--- config.mk ---
export PLATFORM = sky130hd
export DESIGN_NAME = matrix_operand_loader
export DESIGN_NICKNAME = d
export VERILOG_FILES = /design/src/rtl/matrix_pkg.sv /design/src/rtl/matrix_index_counter.sv /design/src/rtl/matrix_operand_loader.sv
export SDC_FILE = /design/constraint.sdc
export NUM_CORES = 1
export LEC_CHECK = 0
export CORE_MARGIN = 1
export CORE_UTILIZATION = 35
export DETAILED_ROUTE_END_ITERATION = 16
export GPL_TIMING_DRIVEN = 0
export SLEW_MARGIN = 20
export SYNTH_ARGS = -nofsm -noshare
export SYNTH_HDL_FRONTEND = slang
export SYNTH_SLANG_ARGS = --single-unit
--- constraint.sdc ---
create_clock -name clk -period 21.2 [get_ports clk]
set_input_delay 6.36 -clock clk [delete_from_list [all_inputs] [get_ports clk]]
set_output_delay 6.36 -clock clk [all_outputs]
set_load 0.02 [all_outputs]
--- src/rtl/matrix_pkg.sv ---
// Shared constants, state encoding and helpers for the matrix operand loader.
//   ELEM_W   element width (signed byte)
//   DIM      maximum matrix dimension; buses hold DIM*DIM elements
//   BUS_W    packed bus width
//   state_t  loader FSM states
package matrix_pkg;
  localparam int unsigned ELEM_W   = 8;
  localparam int unsigned DIM      = 5;
  localparam int unsigned SLOTS    = DIM * DIM;
  localparam int unsigned BUS_W    = SLOTS * ELEM_W;
  localparam int unsigned MIN_SIZE = 2;
  localparam int unsigned MAX_SIZE = 5;
  localparam int unsigned IDX_W    = 3;
  localparam int unsigned SLOT_W   = 5;

  typedef enum logic [1:0] {
    ST_IDLE,
    ST_LOAD_A,
    ST_LOAD_B,
    ST_DONE
  } state_t;

  // Slots are laid out on the full DIM pitch, so smaller matrices leave gaps.
  function automatic logic [SLOT_W-1:0] slot_index(input logic [IDX_W-1:0] row,
                                                   input logic [IDX_W-1:0] col);
    return SLOT_W'(row) * SLOT_W'(DIM) + SLOT_W'(col);
  endfunction

  function automatic logic size_ok(input logic [IDX_W-1:0] n);
    return (n >= IDX_W'(MIN_SIZE)) && (n <= IDX_W'(MAX_SIZE));
  endfunction
endpackage

--- src/rtl/matrix_index_counter.sv ---
// Row/column walker for an N x N row-major element stream.
//   clk, rst  clock, async active-high reset
//   clr       return to (0,0)
//   en        advance one element
//   n         matrix dimension N
//   row, col  current element position
//   last      current position is (N-1, N-1)
module matrix_index_counter
  import matrix_pkg::*;
(
  input  logic             clk,
  input  logic             rst,
  input  logic             clr,
  input  logic             en,
  input  logic [IDX_W-1:0] n,
  output logic [IDX_W-1:0] row,
  output logic [IDX_W-1:0] col,
  output logic             last
);
  logic [IDX_W-1:0] n_m1;
  logic             col_end;

  assign n_m1    = n - IDX_W'(1);
  assign col_end = (col == n_m1);
  assign last    = col_end && (row == n_m1);

  always_ff @(posedge clk or posedge rst) begin
    if (rst) begin
      row <= '0;
      col <= '0;
    end else if (clr) begin
      row <= '0;
      col <= '0;
    end else if (en) begin
      if (col_end) begin
        col <= '0;
        row <= last ? '0 : row + IDX_W'(1);
      end else begin
        col <= col + IDX_W'(1);
      end
    end
  end
endmodule

--- src/rtl/matrix_operand_loader.sv ---
// Byte-serial loader assembling two N x N signed-byte matrices (A then B)
// into packed DIM x DIM buses for the element-wise arithmetic stages.
//   clk, rst   clock, async active-high reset
//   start      begin a load (sampled in IDLE only), mat_size sampled with it
//   in_valid / in_ready / in_data   element stream, row-major, A first
//   matrix_A, matrix_B   packed buses, element (r,c) at [(r*DIM+c)*ELEM_W +: ELEM_W]
//   busy       high from accepted start through the load_done cycle
//   load_done  one-cycle pulse when both matrices are complete
//   size_err   one-cycle pulse after a start with mat_size outside 2..5
module matrix_operand_loader
  import matrix_pkg::*;
(
  input  logic              clk,
  input  logic              rst,
  input  logic              start,
  input  logic [2:0]        mat_size,
  input  logic              in_valid,
  output logic              in_ready,
  input  logic [7:0]        in_data,
  output logic [BUS_W-1:0]  matrix_A,
  output logic [BUS_W-1:0]  matrix_B,
  output logic              busy,
  output logic              load_done,
  output logic              size_err
);
  state_t           state, state_nxt;
  logic [IDX_W-1:0] n_q;
  logic [IDX_W-1:0] row, col;
  logic             last;
  logic             accept;
  logic             xfer;
  logic [SLOT_W-1:0] slot;

  assign accept    = (state == ST_IDLE) && start && size_ok(mat_size);
  assign in_ready  = (state == ST_LOAD_A) || (state == ST_LOAD_B);
  assign xfer      = in_valid && in_ready;
  assign busy      = (state != ST_IDLE);
  assign load_done = (state == ST_DONE);
  assign slot      = slot_index(row, col);

  always_ff @(posedge clk or posedge rst) begin
    if (rst) begin
      state    <= ST_IDLE;
      n_q      <= '0;
      size_err <= 1'b0;
    end else begin
      state    <= state_nxt;
      size_err <= (state == ST_IDLE) && start && !size_ok(mat_size);
      if (accept) n_q <= mat_size;
    end
  end

  always_comb begin
    state_nxt = state;
    case (state)
      ST_IDLE:   if (accept) state_nxt = ST_LOAD_A;
      ST_LOAD_A: if (xfer && last) state_nxt = ST_LOAD_B;
      ST_LOAD_B: if (xfer && last) state_nxt = ST_DONE;
      ST_DONE:   state_nxt = ST_IDLE;
      default:   state_nxt = ST_IDLE;
    endcase
  end

  // The counter wraps to (0,0) on the last A element, so B restarts without an explicit clear.
  matrix_index_counter u_idx (
    .clk  (clk),
    .rst  (rst),
    .clr  (accept),
    .en   (xfer),
    .n    (n_q),
    .row  (row),
    .col  (col),
    .last (last)
  );

  for (genvar g = 0; g < SLOTS; g++) begin : g_slot
    logic             hit;
    logic [ELEM_W-1:0] a_q, b_q;

    assign hit = xfer && (slot == SLOT_W'(g));

    always_ff @(posedge clk or posedge rst) begin
      if (rst) begin
        a_q <= '0;
        b_q <= '0;
      end else if (accept) begin
        a_q <= '0;
        b_q <= '0;
      end else if (hit) begin
        if (state == ST_LOAD_A) a_q <= in_data;
        if (state == ST_LOAD_B) b_q <= in_data;
      end
    end

    assign matrix_A[g*ELEM_W +: ELEM_W] = a_q;
    assign matrix_B[g*ELEM_W +: ELEM_W] = b_q;
  end
endmodule

==> results of run 1 <==
critical path, delay by kind of cell:
family	cells	cell delay, ps
buffers and inverters	3	1570
AND/OR/NAND/NOR	2	790
XOR/XNOR	1	290
multiplexers	1	160
kinds of logic (layout without fill, tap and decap cells):
| group | after synthesis | in the layout | share of synthesized area, % |
|---|---|---|---|
| AND/OR/NAND/NOR | 512 | 512 | 12.8 |
| flip-flops | 412 | 412 | 58.7 |
| multiplexers | 403 | 403 | 23.0 |
| buffers and inverters | 122 | 627 | 2.83 |
| AO/OA/AOI/OAI | 20 | 20 | 0.734 |
| adder cells (fa/ha/maj) | 17 | 17 | 1.25 |
| XOR/XNOR | 12 | 12 | 0.762 |
synth_stat cells (2+ instances only):
| library cell | n |
|---|---|
| nand2b_1 | 3 |
| xor2_1 | 5 |
| a31oi_1 | 2 |
| a21oi_1 | 5 |
| buf_1 | 9 |
| nand2_4 | 5 |
| nor2_1 | 15 |
| clkbuf_1 | 86 |
| buf_2 | 17 |
| nand2_1 | 425 |
| nor2b_1 | 3 |
| nand3_1 | 5 |
| o21ai_0 | 6 |
| inv_1 | 6 |
| buf_4 | 3 |
| nand3_4 | 5 |
| dfrtp_1 | 412 |
| nor3_1 | 4 |
| nand3b_1 | 3 |
| nor2_2 | 3 |
| or3_1 | 19 |
| mux2i_1 | 402 |
| nand3_2 | 13 |
| ha_1 | 16 |
| xnor2_1 | 5 |
| and3_1 | 3 |
cell usage in the layout (no fill, tap or decap), types with 6 or more instances in the layout:
master / n
nand3_2: 13
clkbuf_1: 105
ha_1: 16
o21ai_0: 6
dfrtp_1: 412
clkinv_2: 6
clkbuf_8: 6
clkbuf_16: 47
mux2i_1: 402
clkdlybuf4s50_1: 418
nand2_1: 425
or3_1: 19
buf_2: 17
nor2_1: 15
buf_1: 9
registers in the layout (all words and copies together) (netlist names):
register,flops
size_err,1
n_q,3
u_idx.col,3
u_idx.row,3
g_slot.a_q,200
g_slot.b_q,200
state,2
final cells by class:
cell class / instances / area (um2) / area share [%]
clock buffer: 72 / 1330 / 5.51
buffer: 116 / 475 / 1.97
timing repair buffer: 422 / 4290 / 17.8
inverter: 6 / 30.0 / 0.124
sequential: 412 / 10300 / 42.7
tap: 664 / 831 / 3.44
multi-input combinational: 964 / 6760 / 28.0
clock inverter: 11 / 115 / 0.477
metrics by stage:
stage | cell area (um2) | instances | power, mW | TNS (ps) | hold WS (ps)
detailed placement | 22700 | 2584 | 1.78 | 0 | 503
global placement | 22600 | 2580 | 1.76 | -769650 | 485
global route | 24100 | 2667 | 2.66 | 0 | 535
floorplan | 17600 | 1498 | 1.40 | 0 | 466
CTS | 24100 | 2667 | 2.56 | 0 | 522
finish | 24100 | 2667 | 2.54 | 0 | 513
worst max-delay path by stage:
stage / end / slack [ps] / cells past startpoint
detailed placement: g_slot[24].b_q[3] / 11750 / 7
CTS: g_slot[24].b_q[3] / 12360 / 7
global placement: g_slot[4].b_q[5] / -1920 / 2
finish: g_slot[10].a_q[5] / 12410 / 7
floorplan: g_slot[0].a_q[0] / 3380 / 1
global route: g_slot[1].a_q[3] / 12150 / 7
power breakdown:
group          total [mW]  switching (mW)  internal [mW]
registers           0.978          0.0740          0.904
clock network       0.776           0.321          0.454
logic               0.782           0.473          0.309
per-layer routing:
| metal | vias to the layer above | GRT usage [%] |
|---|---|---|
| li1 | 5940 | - |
| met1 | 6563 | 30.2 |
| met2 | 357 | 37.2 |
| met3 | 70 | 7.06 |
| met4 | 0 | 5.21 |
| met5 | - | 0 |
==> impl_metrics.env, run 1 <==
export IMPL_status="finished clean"
export IMPL_postCtsSetupBuffers=0
export IMPL_grt_pass1_wl_mm=87.1
export IMPL_drt_first_pass_iters=4
export IMPL_p_leak_nw=13.0
export IMPL_std_cell_rows=81
export IMPL_root_buffer="clkbuf_16"
export IMPL_required_ps=21600
export IMPL_fin_nets=1999
export IMPL_synth_distinct_cells=44
export IMPL_setup_violations_final=0
export IMPL_reg2reg_to="g_slot[6].b_q[4]"
export IMPL_synthTopCellsByArea="dfrtp_1, mux2i_1, nand2_1"
export IMPL_antenna_left=0
export IMPL_num_vias=12900
export IMPL_grt_overflow_total=0
export IMPL_hold_depth=1
export IMPL_cts_sinks=412
export IMPL_cp_cell_sequence="clkdlybuf4s50_1, xor2_1, nand3_1, clkbuf_1, nand2_1, clkbuf_1, mux2i_1"
export IMPL_antenna_cells=0
export IMPL_vias_per_cell=4.85
export IMPL_drc=0
export IMPL_power_density_nw_per_um2=105
export IMPL_holdBufCountCts=0
export IMPL_async_reset_ff_share_pct=100
export IMPL_hold_path_end="n_q[1]"
export IMPL_drv_cap=0
export IMPL_ioPinCount=419
export IMPL_syn_area_um2=17600
export IMPL_synth_edff_count=0
export IMPL_arrival_ps=9190
export IMPL_dp_hpwl_mm=42.5
export IMPL_antenna_found_initial=0
export IMPL_max_slew_margin_rel_pct=44.1
export IMPL_die_h_um=226
export IMPL_fin_util_pct=49.0
export IMPL_drive_gt1_share_pct=5.99
export IMPL_critPathKind="primary input to flip-flop"
export IMPL_grt_pass1_vias=13400
export IMPL_crit_path_start="mat_size[2]"
export IMPL_synth_ff_type="dfrtp_1"
export IMPL_holdCritStartpoint="n_q[1]"
export IMPL_hold_viol_final=0
export IMPL_route_met2_wl_mm=27.5
export IMPL_die_w_um=226
export IMPL_gp_congestion=0.835
export IMPL_wire_per_inst_um=22.2
export IMPL_synth_seq_cells=412
export IMPL_h_tree_depth=2
export IMPL_worstSetupStartpointType="primary input"
export IMPL_yosysWarnings=0
export IMPL_grt_setup_unrepaired="no"
export IMPL_cts_inserted_buffers=45
export IMPL_post_place_ws_ps=11750
export IMPL_worstMarginPinSlew_ps=839
export IMPL_r2r_cells=9
export IMPL_setup_ws_ps=12410
export IMPL_syn_num_nets=1530
export IMPL_wl_met3_mm=4.38
export IMPL_crit_top_cell="clkbuf_1"
export IMPL_coreArea_um2=49300
export IMPL_synthCells=1498
export IMPL_highest_layer="met4"
export IMPL_ys_seq_area_share_pct=58.7
export IMPL_min_path_type="flip-flop to flip-flop"
export IMPL_peakVddDrop_v=0.0000738
export IMPL_initial_core_util_pct=35.7
export IMPL_r2r_slack_ps=17550
export IMPL_crit_path_end_kind="flip-flop"
export IMPL_timing_fmax_mhz=114
export IMPL_cts_buffer_depth=3
export IMPL_fillCellCount=4530
export IMPL_post_route_min_period_ps=8790
export IMPL_cts_tree="yes"
export IMPL_cts_resized=0
export IMPL_slowest_delay_ps=640
export IMPL_area_growth_pct=37.4
export IMPL_synth_area_per_cell_um2=11.7
export IMPL_report_final_slew_viol_count=0
export IMPL_min_period_over_period_pct=41.5
export IMPL_grt_max_degree=102
export IMPL_grt_usage_pct=23.0
export IMPL_wirelength_mm=59.2
export IMPL_worstReg2RegStart="u_idx.row[0]"
export IMPL_fin_skew_ps=16.8
export IMPL_yosysTopAreaCell="dfrtp_1"
export IMPL_drt_met1_wl_mm=26.2
export IMPL_die_area_um2=51100
export IMPL_worstSkewPairLatency_ps=570
export IMPL_first_iter_violations=678
export IMPL_synth_top_area_share_pct=58.7
export IMPL_portBuffers=418
export IMPL_cp_max_fo=10
export IMPL_clk_pin_slew_ps=60
export IMPL_cpMaxStageDelayCell="clkbuf_1"
(Power assumes the default switching activity.)
==> inputs of run 2 (changes only) <==
==> constraint.sdc (replaced) <==
create_clock -name clk -period 7.2 [get_ports clk]
set_input_delay 2.16 -clock clk [delete_from_list [all_inputs] [get_ports clk]]
set_output_delay 2.16 -clock clk [all_outputs]
set_load 0.02 [all_outputs]
==> run 2 against run 1 <==
Effect of this change: worst setup slack worse by 9700 ps; clock power rose to 3.0 times the previous value; count of clock-buffer cells in the layout down 6; register-to-register slack worse by 14000 ps; combinational power rose to 3.0 times the previous value; critical path depth unchanged; critical endpoint is now g_slot[23].a_q[1]; largest cell class unchanged.
==> impl_metrics.env, run 2 (synthesis results as in run 1) <==
export IMPL_crit_top_cell="clkbuf_1"
export IMPL_power_frac_seq_pct=38.3
export IMPL_critPathKind="primary input to flip-flop"
export IMPL_cts_inserted_buffers=46
export IMPL_drt_first_pass_iters=5
export IMPL_cpMaxStageDelayCell="clkbuf_1"
export IMPL_max_slew_margin_rel_pct=35.8
export IMPL_p_comb_share_pct=30.9
export IMPL_gp_congestion=0.821
export IMPL_p_clk_share_pct=30.8
export IMPL_portBuffers=418
export IMPL_drive_gt1_share_pct=7.10
export IMPL_slowest_delay_ps=680
export IMPL_holdCritStartpoint="n_q[1]"
export IMPL_cp_top_family="buffers and inverters"
export IMPL_final_cells=2678
export IMPL_grt_setup_unrepaired="no"
export IMPL_status="finished clean"
export IMPL_worstReg2RegStart="u_idx.row[0]"
export IMPL_p_sw_share_pct=34.5
export IMPL_drc=0
export IMPL_worstSkewPairLatency_ps=590
export IMPL_coreArea_um2=49300
export IMPL_timing_fmax_mhz=220
export IMPL_hold_viol_final=0
export IMPL_fin_skew_ps=26.4
export IMPL_fin_nets=2011
export IMPL_placed_area_um2=22900
export IMPL_grt_overflow_total=0
export IMPL_ioPinCount=419
export IMPL_arrival_ps=4950
export IMPL_fillCellCount=4484
export IMPL_cts_buffer_depth=3
export IMPL_antenna_found_initial=1
export IMPL_num_vias=12900
export IMPL_grt_pass1_wl_mm=87.7
export IMPL_required_ps=7620
export IMPL_power_density_nw_per_um2=308
export IMPL_cts_resized=0
export IMPL_dpl_cell_count=2595
export IMPL_grt_usage_pct=23.4
export IMPL_setup_tns_ps=0
export IMPL_first_iter_violations=584
export IMPL_initial_core_util_pct=35.7
export IMPL_cts_tree="yes"
export IMPL_dp_hpwl_mm=43.5
export IMPL_min_period_over_period_pct=63.0
export IMPL_vias_per_cell=4.80
export IMPL_switching_power_mw=2.60
export IMPL_peakVddDrop_v=0.000190
export IMPL_die_area_um2=51100
export IMPL_min_path_type="flip-flop to flip-flop"
export IMPL_die_w_um=226
export IMPL_fin_area_um2=24400
export IMPL_grt_max_degree=34
export IMPL_grt_pass1_vias=13500
export IMPL_cts_sinks=412
export IMPL_report_final_slew_viol_count=0
export IMPL_cp_cell_sequence="clkdlybuf4s50_1, xor2_1, nand3_1, clkbuf_1, nand2_1, clkbuf_1, mux2i_1"
export IMPL_root_buffer="clkbuf_16"
export IMPL_cp_max_fo=10
export IMPL_power_total_mw=7.53
export IMPL_drv_cap=0
export IMPL_fin_util_pct=49.5
export IMPL_h_tree_depth=2
export IMPL_critPathBufInv=3
export IMPL_worstSetupStartpointType="primary input"
export IMPL_die_h_um=226
export IMPL_antenna_left=0
export IMPL_setup_violations_final=0
export IMPL_area_growth_pct=38.9
export IMPL_worstMarginPinSlew_ps=962
export IMPL_holdBufCountCts=0
export IMPL_antenna_cells=0
export IMPL_post_route_min_period_ps=4540
export IMPL_p_leak_nw=13.2
export IMPL_wire_per_inst_um=22.2
export IMPL_wirelength_mm=59.5
export IMPL_p_int_mw=4.93
export IMPL_postCtsSetupBuffers=0
export IMPL_crit_path_start="mat_size[2]"
export IMPL_std_cell_rows=81
export IMPL_most_common_layout_cells="nand2_1, clkdlybuf4s50_1, dfrtp_1"
export IMPL_clk_pin_slew_ps=60
export IMPL_final_common_cell="nand2_1"
export IMPL_crit_path_end_kind="flip-flop"
export IMPL_top_regs="g_slot.a_q x200, g_slot.b_q x200"
-- run 2: changes by cell type in the layout (fill, tap and decap cells not counted), sizes merged --
cell,previous run,this run
bufinv,2,1
clkinvlp,1,3
buf,34,45
clkinv,7,12
clkbuf,158,152
-- run 2: final timing paths --
kind / cells past startpoint / endpoint / slack [ps]
worst max register to register: 9 / g_slot[6].b_q[1] / 3600
min in group asynchronous: 2 / g_slot[14].a_q[2] / 1970
max in group asynchronous: 7 / g_slot[21].a_q[3] / 3830
worst max-delay path: 7 / g_slot[23].a_q[1] / 2660
worst min-delay path: 1 / n_q[1] / 520
worst min register to register: 1 / n_q[1] / 520
-- run 2: per-stage QoR --
stage               setup slack [ps]  hold slack [ps]
floorplan                       -514              466
detailed placement              2010              505
global placement               -3440              486
global route                    2510              541
finish                          2660              521
CTS                             2650              521
-- run 2: worst reg2reg max path: stages, from the launching register on --
cell,delay [ps]
dfrtp_1,470
ha_1,330
ha_1,320
fa_1,540
clkbuf_1,250
nand2_1,160
buf_2,200
nor3_1,440
nand2_1,510
mux2i_1,240
-- run 2: layout make-up --
type	count	area (um2)	share of cell area [%]
clock buffer	66	1360	5.56
multi-input combinational	964	6760	27.7
clock inverter	17	134	0.549
sequential	412	10300	42.3
inverter	6	26.3	0.108
tap	664	831	3.40
timing repair buffer	433	4510	18.5
buffer	116	475	1.95
-- run 2: per-layer routing --
| layer | vias up | track usage (%) | routed length [um] |
|---|---|---|---|
| li1 | 5947 | - | - |
| met1 | 6468 | 30.3 | 25600 |
| met2 | 358 | 37.6 | 27900 |
| met3 | 78 | 7.06 | 4590 |
| met4 | 2 | 6.93 | 1380 |
| met5 | - | 0 | 9 |
-- run 2: power by group through the flow --
stage               registers [mW]  clock network, mW  logic [mW]
global route                  2.92               2.47        2.50
CTS                           2.88               2.38        2.35
global placement              2.91                  0        2.29
finish                        2.88               2.32        2.33
detailed placement            2.91                  0        2.34
floorplan                     3.28                  0       0.836
==> inputs of run 3 (changes only) <==
==> constraint.sdc (replaced) <==
create_clock -name clk -period 4.4 [get_ports clk]
set_input_delay 1.32 -clock clk [delete_from_list [all_inputs] [get_ports clk]]
set_output_delay 1.32 -clock clk [all_outputs]
set_load 0.02 [all_outputs]
==> results of run 3 <==
The final DEF is identical to that of run 2. Status: finished clean.
Among the figures that moved: setup slack after placement 2010 ps -> 54.8 ps; setup slack after layout 2660 ps -> 704 ps; register-to-register setup slack 3600 ps -> 800 ps; total power 7.53 mW -> 12.3 mW; worst IR drop on VDD 0.000190 V -> 0.000310 V
